[src/rtl/myo_spi_scheduler.sv]
// Round-robin frame scheduler for the shared myocontrol SPI bus, with one-shot host frames.
// Define MYO_SCHED_TIMEOUT_EN to enable the spi_done watchdog and the sticky timeout_err flag.
module myo_spi_scheduler #(
  parameter int NUM_SLAVES     = 7,
  parameter int SEL_W          = 3,
  parameter int SETUP_CYCLES   = 4,
  parameter int GAP_CYCLES     = 50,
  parameter int TIMEOUT_CYCLES = 4096
) (
  input  logic                  clock,
  input  logic                  reset,
  input  logic                  enable,
  input  logic [NUM_SLAVES-1:0] slave_mask,
  input  logic                  host_req,
  input  logic [SEL_W-1:0]      host_slave,
  output logic                  host_grant,
  output logic                  host_done,
  output logic                  spi_start,
  input  logic                  spi_done,
  output logic [SEL_W-1:0]      spi_slave,
  output logic [NUM_SLAVES-1:0] ss_n,
  output logic                  frame_active,
  output logic                  round_done,
  output logic                  timeout_err
);

  localparam int MAX_SG  = (SETUP_CYCLES > GAP_CYCLES) ? SETUP_CYCLES : GAP_CYCLES;
  localparam int CNT_MAX = (MAX_SG > TIMEOUT_CYCLES) ? MAX_SG : TIMEOUT_CYCLES;
  localparam int CNT_W   = $clog2(CNT_MAX + 1);
  localparam logic [SEL_W:0] NUM_SEL = (SEL_W + 1)'(NUM_SLAVES);

  typedef enum logic [1:0] {ST_IDLE, ST_SETUP, ST_XFER, ST_GAP} state_t;

  state_t                  state_r, state_n;
  logic [CNT_W-1:0]        cnt_r, cnt_n;
  logic [SEL_W-1:0]        sel_r, rr_ptr_r;
  logic                    frame_host_r, frame_last_r, host_busy_r;
  logic                    host_grant_r, host_done_r, spi_start_r, round_done_r, frame_active_r;
  logic [NUM_SLAVES-1:0]   ss_n_r;

  logic                    host_ok_s, host_valid_s, launch_host_s, drop_host_s, launch_rr_s, launch_s;
  logic                    rr_found_s, sel_point_s, frame_end_s, active_n_s;
  logic [SEL_W-1:0]        rr_idx_s, hi_idx_s, sel_idx_s, sel_n_s;

  function automatic logic [NUM_SLAVES-1:0] sel_to_ss_n(input logic [SEL_W-1:0] sel);
    logic [NUM_SLAVES-1:0] v;
    for (int i = 0; i < NUM_SLAVES; i++) begin
      v[i] = (sel != SEL_W'(i));
    end
    return v;
  endfunction

  // Candidate selection: pending host frame first, else next masked slave after rr_ptr.
  always_comb begin
    host_ok_s    = host_req && !host_busy_r && !host_done_r;
    host_valid_s = ({1'b0, host_slave} < NUM_SEL);
    rr_found_s   = 1'b0;
    rr_idx_s     = '0;
    hi_idx_s     = '0;
    for (int i = 1; i <= NUM_SLAVES; i++) begin
      logic [SEL_W-1:0] idx_v;
      idx_v      = SEL_W'((int'(rr_ptr_r) + i) % NUM_SLAVES);
      rr_idx_s   = (!rr_found_s && slave_mask[idx_v]) ? idx_v : rr_idx_s;
      rr_found_s = rr_found_s | slave_mask[idx_v];
    end
    for (int i = 0; i < NUM_SLAVES; i++) begin
      hi_idx_s = slave_mask[i] ? SEL_W'(i) : hi_idx_s;
    end
    launch_host_s = host_ok_s && host_valid_s;
    drop_host_s   = host_ok_s && !host_valid_s;
    launch_rr_s   = !host_ok_s && enable && rr_found_s;
    launch_s      = launch_host_s || launch_rr_s;
    sel_idx_s     = launch_host_s ? host_slave : rr_idx_s;
  end

  assign sel_point_s = (state_r == ST_IDLE) ||
                       ((state_r == ST_GAP) && (cnt_r == CNT_W'(GAP_CYCLES - 1)));

`ifdef MYO_SCHED_TIMEOUT_EN
  logic timeout_s;
  logic timeout_err_r;
  assign timeout_s = (state_r == ST_XFER) && (cnt_r == CNT_W'(TIMEOUT_CYCLES - 1)) &&
                     !(spi_done && (cnt_r != '0));
`endif

  // Next-state logic; in XFER the counter marks the first cycle (and measures the watchdog).
  always_comb begin
    state_n     = state_r;
    cnt_n       = cnt_r;
    frame_end_s = 1'b0;
    case (state_r)
      ST_IDLE: begin
        state_n = launch_s ? ST_SETUP : ST_IDLE;
        cnt_n   = '0;
      end
      ST_SETUP: begin
        if (cnt_r == CNT_W'(SETUP_CYCLES - 1)) begin
          state_n = ST_XFER;
          cnt_n   = '0;
        end else begin
          cnt_n = cnt_r + CNT_W'(1);
        end
      end
      ST_XFER: begin
`ifdef MYO_SCHED_TIMEOUT_EN
        frame_end_s = (spi_done && (cnt_r != '0)) || timeout_s;
        cnt_n       = cnt_r + CNT_W'(1);
`else
        frame_end_s = spi_done && (cnt_r != '0);
        cnt_n       = CNT_W'(1);
`endif
        if (frame_end_s) begin
          state_n = ST_GAP;
          cnt_n   = '0;
        end else begin
          state_n = ST_XFER;
        end
      end
      ST_GAP: begin
        if (cnt_r == CNT_W'(GAP_CYCLES - 1)) begin
          state_n = launch_s ? ST_SETUP : ST_IDLE;
          cnt_n   = '0;
        end else begin
          cnt_n = cnt_r + CNT_W'(1);
        end
      end
      default: begin
        state_n = ST_IDLE;
        cnt_n   = '0;
      end
    endcase
    sel_n_s    = (sel_point_s && launch_s) ? sel_idx_s : sel_r;
    active_n_s = (state_n == ST_SETUP) || (state_n == ST_XFER);
  end

  // State, frame bookkeeping and registered bus/handshake outputs.
  always_ff @(posedge clock or posedge reset) begin
    if (reset) begin
      state_r        <= ST_IDLE;
      cnt_r          <= '0;
      sel_r          <= '0;
      rr_ptr_r       <= SEL_W'(NUM_SLAVES - 1);
      frame_host_r   <= 1'b0;
      frame_last_r   <= 1'b0;
      host_busy_r    <= 1'b0;
      host_grant_r   <= 1'b0;
      host_done_r    <= 1'b0;
      spi_start_r    <= 1'b0;
      round_done_r   <= 1'b0;
      frame_active_r <= 1'b0;
      ss_n_r         <= {NUM_SLAVES{1'b1}};
    end else begin
      state_r        <= state_n;
      cnt_r          <= cnt_n;
      sel_r          <= sel_n_s;
      ss_n_r         <= active_n_s ? sel_to_ss_n(sel_n_s) : {NUM_SLAVES{1'b1}};
      frame_active_r <= active_n_s;
      spi_start_r    <= (state_r == ST_SETUP) && (state_n == ST_XFER);
      host_grant_r   <= sel_point_s && host_ok_s;
      host_done_r    <= (sel_point_s && drop_host_s) || (frame_end_s && frame_host_r);
      round_done_r   <= frame_end_s && !frame_host_r && frame_last_r;
      if (sel_point_s && launch_s) begin
        frame_host_r <= launch_host_s;
        frame_last_r <= launch_rr_s && (rr_idx_s == hi_idx_s);
      end
      if (sel_point_s && launch_rr_s) begin
        rr_ptr_r <= rr_idx_s;
      end
      // host_done_r also blocks re-grant for the cycle the host needs to drop host_req.
      if (sel_point_s && launch_host_s) begin
        host_busy_r <= 1'b1;
      end else if (frame_end_s && frame_host_r) begin
        host_busy_r <= 1'b0;
      end
    end
  end

`ifdef MYO_SCHED_TIMEOUT_EN
  // Sticky watchdog flag, cleared only by reset.
  always_ff @(posedge clock or posedge reset) begin
    if (reset) begin
      timeout_err_r <= 1'b0;
    end else if (timeout_s) begin
      timeout_err_r <= 1'b1;
    end
  end
  assign timeout_err = timeout_err_r;
`else
  assign timeout_err = 1'b0;
`endif

  assign host_grant   = host_grant_r;
  assign host_done    = host_done_r;
  assign spi_start    = spi_start_r;
  assign spi_slave    = sel_r;
  assign ss_n         = ss_n_r;
  assign frame_active = frame_active_r;
  assign round_done   = round_done_r;

endmodule

[config.mk]
export PLATFORM = sky130hd
export DESIGN_NAME = myo_spi_scheduler
export DESIGN_NICKNAME = d
export VERILOG_FILES = /design/src/rtl/myo_spi_scheduler.sv
export SDC_FILE = /design/constraint.sdc
export NUM_CORES = 1
export LEC_CHECK = 0
export BUFFER_PORTS_ARGS = -buffer_cell sky130_fd_sc_hd__buf_4
export CAP_MARGIN = 20
export CORE_UTILIZATION = 55
export CTS_BUF_LIST = sky130_fd_sc_hd__clkbuf_4 sky130_fd_sc_hd__clkbuf_8
export DETAILED_ROUTE_END_ITERATION = 16
export PLACE_DENSITY = 0.86
export SYNTH_ARGS = -nofsm -noshare
export SYNTH_HDL_FRONTEND = slang
export SYNTH_SLANG_ARGS = --single-unit
[constraint.sdc]
create_clock -name clock -period 5.85 [get_ports clock]
set_clock_uncertainty 0.2 [all_clocks]
set_input_delay 0.2925 -clock clock [delete_from_list [all_inputs] [get_ports clock]]
set_output_delay 0.2925 -clock clock [all_outputs]
set_load 0.02 [all_outputs]
======== Yosys cells after proc, flatten, opt, wreduce, memory -nomap -nowiden ========
Index checks and enable logic that the tools add are counted.
cells by class
  add/sub/neg operators ................... 8
  div/mod/pow operators ................... 7
  magnitude comparators ................... 8
  equal/unequal tests ..................... 14
  multiplexer cells ....................... 42
  bitwise operators ....................... 6
  reduce and logical (&&, ||, !) cells .... 43
operators with widths
  cell                   count
  $mod 32x4->32 const B  7
  $pmux 13 s4            1
  $mux 3                 12
  $lt 3x4->1 const B     7
  $mux 13                2
  $logic_and 1x1->1      24
  $bmux 1 s3             7
  $add 3x3->4 const B    4
  $mux 1                 14
  $add 13x1->13 const B  1
  $eq 13x2->1 const B    1
  $eq 13x6->1 const B    1
  $reduce_bool 13->1     1
  $logic_not 1->1        11
  $ne 3x3->1 const B     3
  $add 3x2->4 const B    2
  $mux 2                 4
  $pmux 2 s4             1
  $mux 7                 1
  $eq 2x2->1 const B     3
  $ne 3x2->1 const B     2
  $or 1x1->1             6
  $add 3x1->4 const B    1
  $eq 2x1->1 const B     2
  7 further kinds        10
word-level totals
  bits in registers ....................... 36
  bits of input ports ..................... 15
  output and inout port bits .............. 16

======== Depth between registers and ports, before layout ========
  depth after elaboration ................. 18
  mapped depth ............................ 26
  gate-level depth less buffers ........... 21

======== Least setup slack after synthesis ========
OpenSTA, ideal clock, no wires.
  kind .................................... reg-to-reg
  start point ............................. register rr_ptr_r[0]
  end point ............................... register ss_n_r[0] (netlist: ss_n[0])
  library setup time ...................... 0.094 ns
  data arrival time ....................... 5.645 ns
  path slack .............................. -0.089 ns
  cell stages (with the launch flop) ...... 25
  buffers on the path ..................... 5
  period minus slack after synthesis ...... 5.939 ns
  cells stage by stage .................... dfrtp_1 buf_4 buf_6 inv_2 buf_2 ha_1 buf_2 buf_2 clkinv_1 ha_1 ha_1 or3b_1 o311ai_1 a31oi_1 a211oi_1 a2111oi_2 o311a_2 nand3_2 nor2_1 o21ai_0 nor2_1 nor3_1 a21oi_1 ha_1 or4_1
on the way
  word-level cells in the longest chain between the ends .. 18
RTL lines
  what                                        RTL line  text
  start, declared                             36        logic [SEL_W-1:0] sel_r, rr_ptr_r;
  start signal, assigned                      142       rr_ptr_r <= SEL_W'(NUM_SLAVES - 1);
  start signal, assigned                      167       rr_ptr_r <= rr_idx_s;
  $add 3x1->4 or $add 3x2->4 (tied branches)  62        idx_v = SEL_W'((int'(rr_ptr_r) + i) % NUM_SLAVES);
  $mod 32x4->32                               62
  $bmux 1 s3                                  63, 64
  $mux 1 (implied by the code)                63, 64
  $or 1x1->1 (6 in series)                    64        rr_found_s = rr_found_s | slave_mask[idx_v];
  $logic_and 1x1->1                           71        launch_rr_s = !host_ok_s && enable && rr_found_s;
  $logic_or 1x1->1                            72        launch_s = launch_host_s || launch_rr_s;
  $mux 1                                      93, 121
  $mux 2                                      120       if (cnt_r == CNT_W'(GAP_CYCLES - 1)) begin
  $pmux 2 s4                                  91        case (state_r)
  $eq 2x1->1 or $eq 2x2->1 (tied branches)    133       active_n_s = (state_n == ST_SETUP) || (state_n == ST_XFER);
  $logic_or 1x1->1                            133
  $mux 7 (*)                                  156       ss_n_r <= active_n_s ? sel_to_ss_n(sel_n_s) : {NUM_SLAVES{1'b1}};
  end signal, assigned                        151       ss_n_r <= {NUM_SLAVES{1'b1}};
  end signal, assigned                        156
  end, declared                               39        logic [NUM_SLAVES-1:0] ss_n_r;
Mark *: on every way between the ends. The rest lies on a longest branch, timed or not. The select of a mux whose other input is x is not followed.
A chain may end at the register's enable or synchronous reset.

======== Final worst setup path ========
  start point ............................. register rr_ptr_r[1]
  end point ............................... register ss_n_r[1] (netlist: ss_n[1])
The elaborated chain is that of the path after synthesis.

==> impl_metrics.prom <==
# TYPE chip_impl_metric gauge
chip_impl_metric{name="die-height",unit="um"} 92.7
chip_impl_info{name="crit_path_cell_trace",value="inv_1 > ha_1 > xnor2_2 > inv_1 > ha_1 > ha_2 > or3b_1 > or3_1 > a32oi_2 > o21a_1 > a21oi_1 > o21ai_2 > nand3_1 > nor2_1 > o21ai_2 > o32a_1 > a21oi_1 > ha_1 > nor2b_1 > or3b_1"} 1
chip_impl_metric{name="arrival_time_of_the_worst_setup_path",unit="ns"} 5.57
chip_impl_metric{name="vias_in_the_first_global_route",unit=""} 4244
chip_impl_info{name="holdCritStartpoint",value="host_slave[1]"} 1
chip_impl_metric{name="drt-pass1-iter-count",unit=""} 5
chip_impl_info{name="run_status",value="complete, no violations"} 1
chip_impl_metric{name="grt_util_all_layers",unit="%"} 30.2
chip_impl_info{name="worstReg2RegEnd",value="ss_n[1]"} 1
chip_impl_metric{name="hold_viol_final",unit=""} 0
chip_impl_metric{name="route.vias.total",unit=""} 4525
chip_impl_metric{name="final.setup.tns",unit="ns"} 0
chip_impl_metric{name="cts_htree_levels",unit=""} 2
chip_impl_metric{name="synthesized_area_per_cell",unit="um^2"} 8.10
chip_impl_metric{name="max-clock-path-buffers",unit=""} 2
chip_impl_metric{name="route.final.wire_length",unit="mm"} 12.7
chip_impl_metric{name="ant_nets",unit=""} 0
chip_impl_metric{name="drt-initial-drc-count",unit=""} 398
chip_impl_metric{name="antenna_found_initial",unit=""} 0
chip_impl_metric{name="cts_post_setup_buffers_inserted",unit=""} 0
chip_impl_metric{name="final_slew_violations",unit=""} 0
chip_impl_metric{name="diodes",unit=""} 0
chip_impl_metric{name="synth_cell_types",unit=""} 105
chip_impl_metric{name="clock_latency",unit="ns"} 0.28
chip_impl_metric{name="rows",unit=""} 32
chip_impl_metric{name="synthesis.yosys.warnings",unit=""} 0
chip_impl_info{name="leading_cell_types_by_total_area_after_synthesis",value="sky130_fd_sc_hd__dfrtp_1 (15%), sky130_fd_sc_hd__ha_1 (6.9%), sky130_fd_sc_hd__dfstp_2 (5.2%), sky130_fd_sc_hd__nor2_1 (4.7%), sky130_fd_sc_hd__nand2_1 (3.7%)"} 1
chip_impl_metric{name="synth_largest_type_area_fraction",unit="%"} 14.9
chip_impl_info{name="ys.flop_type",value="sky130_fd_sc_hd__dfrtp_1"} 1
chip_impl_info{name="critical_path.slowest_cell",value="sky130_fd_sc_hd__dfstp_2"} 1
chip_impl_metric{name="async_reset_ff_share",unit="%"} 100
chip_impl_metric{name="top_level_ports",unit=""} 31
chip_impl_metric{name="fp.coreArea",unit="mm^2"} 0.00785
chip_impl_metric{name="routed_via_density",unit=""} 6.66
chip_impl_info{name="timing.hold.worst.class",value="in2reg"} 1
chip_impl_metric{name="drc",unit=""} 0
chip_impl_metric{name="timing.final.crit_share",unit="%"} 95.0
chip_impl_metric{name="synth_enable_flop_cells",unit=""} 0
chip_impl_metric{name="time_the_worst_path_needs_with_i_o_delays_and_setup",unit="ns"} 5.56
chip_impl_metric{name="slew_headroom",unit="%"} 57.7
chip_impl_metric{name="flow.area_growth_from_synthesis",unit="%"} 8.41
chip_impl_metric{name="dpl-instance-area",unit="mm^2"} 0.00478
chip_impl_info{name="root_buffer",value="sky130_fd_sc_hd__clkbuf_8"} 1
chip_impl_metric{name="netlist_area",unit="mm^2"} 0.00452
chip_impl_info{name="timing.critical_path.mode_cell",value="sky130_fd_sc_hd__ha_1"} 1
chip_impl_info{name="post_synth_most_frequent_cells",value="sky130_fd_sc_hd__nor2_1 (57), sky130_fd_sc_hd__nand2_1 (45), sky130_fd_sc_hd__dfrtp_1 (27), sky130_fd_sc_hd__nand3_1 (27), sky130_fd_sc_hd__a21oi_1 (26)"} 1
chip_impl_metric{name="synth_sequential_area_ratio",unit="%"} 20.2
chip_impl_metric{name="worst-endpoint-required",unit="ns"} 5.86
chip_impl_metric{name="floorplan.initialDensity",unit="%"} 57.6
chip_impl_metric{name="syn_inst",unit=""} 558
chip_impl_metric{name="cts_num_sinks",unit=""} 36
chip_impl_metric{name="post_route_cells_drive_above_1_share",unit="%"} 19.1
chip_impl_info{name="rsz0062_at_grt",value="false"} 1
chip_impl_metric{name="fmax",unit="MHz"} 180
chip_impl_metric{name="setup_violations",unit=""} 0
chip_impl_metric{name="globalplace.congestion",unit=""} 1.03
chip_impl_metric{name="critical_path_depth",unit=""} 20
chip_impl_metric{name="reg2reg_depth",unit=""} 20
chip_impl_metric{name="timing.hold.ws",unit="ns"} 0.185
chip_impl_metric{name="numPortBuffers",unit=""} 29
chip_impl_info{name="end_kind",value="flop"} 1
chip_impl_info{name="worst-setup-path-type",value="reg2reg"} 1
chip_impl_metric{name="syn-num-nets",unit=""} 598
chip_impl_metric{name="critical-path-max-stage-delay",unit="ns"} 0.53
chip_impl_info{name="crit-reg2reg-launch",value="rr_ptr_r[1]"} 1
chip_impl_metric{name="design_area",unit="mm^2"} 0.00490
chip_impl_metric{name="worst_slew_pin_slew",unit="ns"} 0.628
chip_impl_metric{name="post-place-ws",unit="ns"} 0.251
chip_impl_metric{name="dp_hpwl",unit="mm"} 9.57
chip_impl_info{name="netlist.top_cell.by_area",value="sky130_fd_sc_hd__dfrtp_1"} 1
chip_impl_metric{name="cts-buffers-inserted",unit=""} 5
chip_impl_metric{name="crit_buf_inv",unit=""} 2
chip_impl_info{name="startpoint_type_of_the_worst_setup_path",value="flop"} 1
chip_impl_info{name="synth.most_common_cell",value="sky130_fd_sc_hd__nor2_1"} 1
chip_impl_metric{name="setup_ws",unit="ns"} 0.291
chip_impl_metric{name="grt_pass1_wl",unit="mm"} 20.8
chip_impl_metric{name="r2r_setup_slack",unit="ns"} 0.29
chip_impl_metric{name="ys_seq_elements",unit=""} 36
chip_impl_info{name="critPathCapture",value="ss_n[1]"} 1
chip_impl_metric{name="grt.overflow.total",unit=""} 0
chip_impl_metric{name="grt_start_max_net_pins",unit=""} 37
chip_impl_info{name="cp_top_family",value="simple AND/OR/NAND/NOR gates"} 1
chip_impl_metric{name="routed_wire_length_per_instance",unit="um"} 18.7
chip_impl_info{name="worstSetupStartpoint",value="rr_ptr_r[1]"} 1
chip_impl_metric{name="dieArea",unit="mm^2"} 0.00859
chip_impl_metric{name="worst_setup_hold_path_clk_slew",unit="ns"} 0.07
chip_impl_metric{name="die_width",unit="um"} 92.7
chip_impl_metric{name="max_cap_viol_count",unit=""} 0
chip_impl_metric{name="design.final.nets",unit=""} 616
chip_impl_info{name="cts_tree",value="built"} 1
chip_impl_metric{name="worstPathMaxFanout",unit=""} 7
==> per-layer routing <==
metal,GRT usage (%),wire length (um),vias up
met4,8.97,340,0
met1,41.1,5560,2137
li1,-,-,2151
met2,49.4,5880,204
met3,4.35,946,33
met5,0,0,-
==> logic make-up after synthesis <==
logic type,Yosys count,share of synthesized area (%)
AND/OR/NAND/NOR,221,25.7
XOR/XNOR,20,4.46
flip-flops,36,20.2
AO/OA/AOI/OAI,181,31.8
buffers and inverters,58,6.17
other,1,0.0829
multiplexers,16,4.62
adder cells (fa/ha/maj),25,6.92
==> final cells by class <==
type                    instances  area, um^2
inverters                      28         108
clock buffers                   5        68.8
repair buffers                 41         310
multi-input cells             464        3360
clock inverters                 3        18.8
flip-flops and latches         36         912
well taps                     102         128
fillers                       697        2950
==> what timing repair did <==
item                                   CTS  global route
resized for setup                        0             8
hold buffers                             1             0
endpoints found under the hold margin   27             0
setup endpoints to repair                0             3
==> registers in the layout, summed over array words and instances, names as in the netlist <==
register,cells
rr_ptr_r,3
ss_n,7
host_busy_r,1
frame_active,1
frame_last_r,1
spi_slave,3
round_done,1
host_grant,1
frame_host_r,1
host_done,1
state_r,2
cnt_r,13
spi_start,1
==> per-stage QoR <==
step	utilization, %	cells
6_report	62.5	679
5_1_grt	62.5	679
4_1_cts	62.1	679
3_5_place_dp	60.9	670
3_3_place_gp	60.9	670
2_1_floorplan	-	558
==> worst min path at each step <==
stage	end	slack [ns]	depth (start not counted)
after detailed placement	cnt_r[10]	0.23	3
after global routing	host_done	0.19	3
after floorplan	frame_last_r	0.24	2
after global placement	cnt_r[10]	0.22	3
after CTS	host_done	0.18	3
final	host_done	0.19	3
==> cells in the final DEF, fill, tap and decap left out, types with 4 or more instances in the layout <==
cell type	Yosys	layout
sky130_fd_sc_hd__and2_1	8	8
sky130_fd_sc_hd__o21ai_1	4	4
sky130_fd_sc_hd__a21oi_1	26	26
sky130_fd_sc_hd__nor2_1	57	57
sky130_fd_sc_hd__inv_1	24	24
sky130_fd_sc_hd__xnor2_1	14	14
sky130_fd_sc_hd__nand3b_1	6	6
sky130_fd_sc_hd__nand3_1	27	27
sky130_fd_sc_hd__o211a_1	4	4
sky130_fd_sc_hd__a21o_1	6	6
sky130_fd_sc_hd__o22ai_1	6	6
sky130_fd_sc_hd__nand2_1	45	45
sky130_fd_sc_hd__nor2b_1	6	6
sky130_fd_sc_hd__nor3_1	17	17
sky130_fd_sc_hd__a211oi_1	11	10
sky130_fd_sc_hd__o21ai_0	24	23
sky130_fd_sc_hd__o31ai_1	7	7
sky130_fd_sc_hd__nand2b_1	9	9
sky130_fd_sc_hd__ha_2	0	4
sky130_fd_sc_hd__nand4_1	9	9
sky130_fd_sc_hd__mux2i_1	9	9
sky130_fd_sc_hd__o221ai_1	5	5
sky130_fd_sc_hd__ha_1	25	21
sky130_fd_sc_hd__xor2_1	4	4
sky130_fd_sc_hd__o211ai_1	8	8
sky130_fd_sc_hd__a31oi_1	9	9
sky130_fd_sc_hd__dfstp_2	9	9
sky130_fd_sc_hd__clkbuf_8	0	5
sky130_fd_sc_hd__dfrtp_1	27	27
sky130_fd_sc_hd__buf_4	5	40
sky130_fd_sc_hd__and3_1	6	6
==> worst register-to-register path: stages, from the launching register on <==
cell	delay, ns
sky130_fd_sc_hd__dfstp_2	0.53
sky130_fd_sc_hd__inv_1	0.11
sky130_fd_sc_hd__ha_1	0.26
sky130_fd_sc_hd__xnor2_2	0.28
sky130_fd_sc_hd__inv_1	0.19
sky130_fd_sc_hd__ha_1	0.23
sky130_fd_sc_hd__ha_2	0.26
sky130_fd_sc_hd__or3b_1	0.39
sky130_fd_sc_hd__or3_1	0.34
sky130_fd_sc_hd__a32oi_2	0.28
sky130_fd_sc_hd__o21a_1	0.22
sky130_fd_sc_hd__a21oi_1	0.07
sky130_fd_sc_hd__o21ai_2	0.20
sky130_fd_sc_hd__nand3_1	0.24
sky130_fd_sc_hd__nor2_1	0.22
sky130_fd_sc_hd__o21ai_2	0.11
sky130_fd_sc_hd__o32a_1	0.31
sky130_fd_sc_hd__a21oi_1	0.16
sky130_fd_sc_hd__ha_1	0.31
sky130_fd_sc_hd__nor2b_1	0.20
sky130_fd_sc_hd__or3b_1	0.36
Power is left out: the tool's default activity adds up to more than one toggle a clock period on the data nets, which glitch-free logic cannot reach.
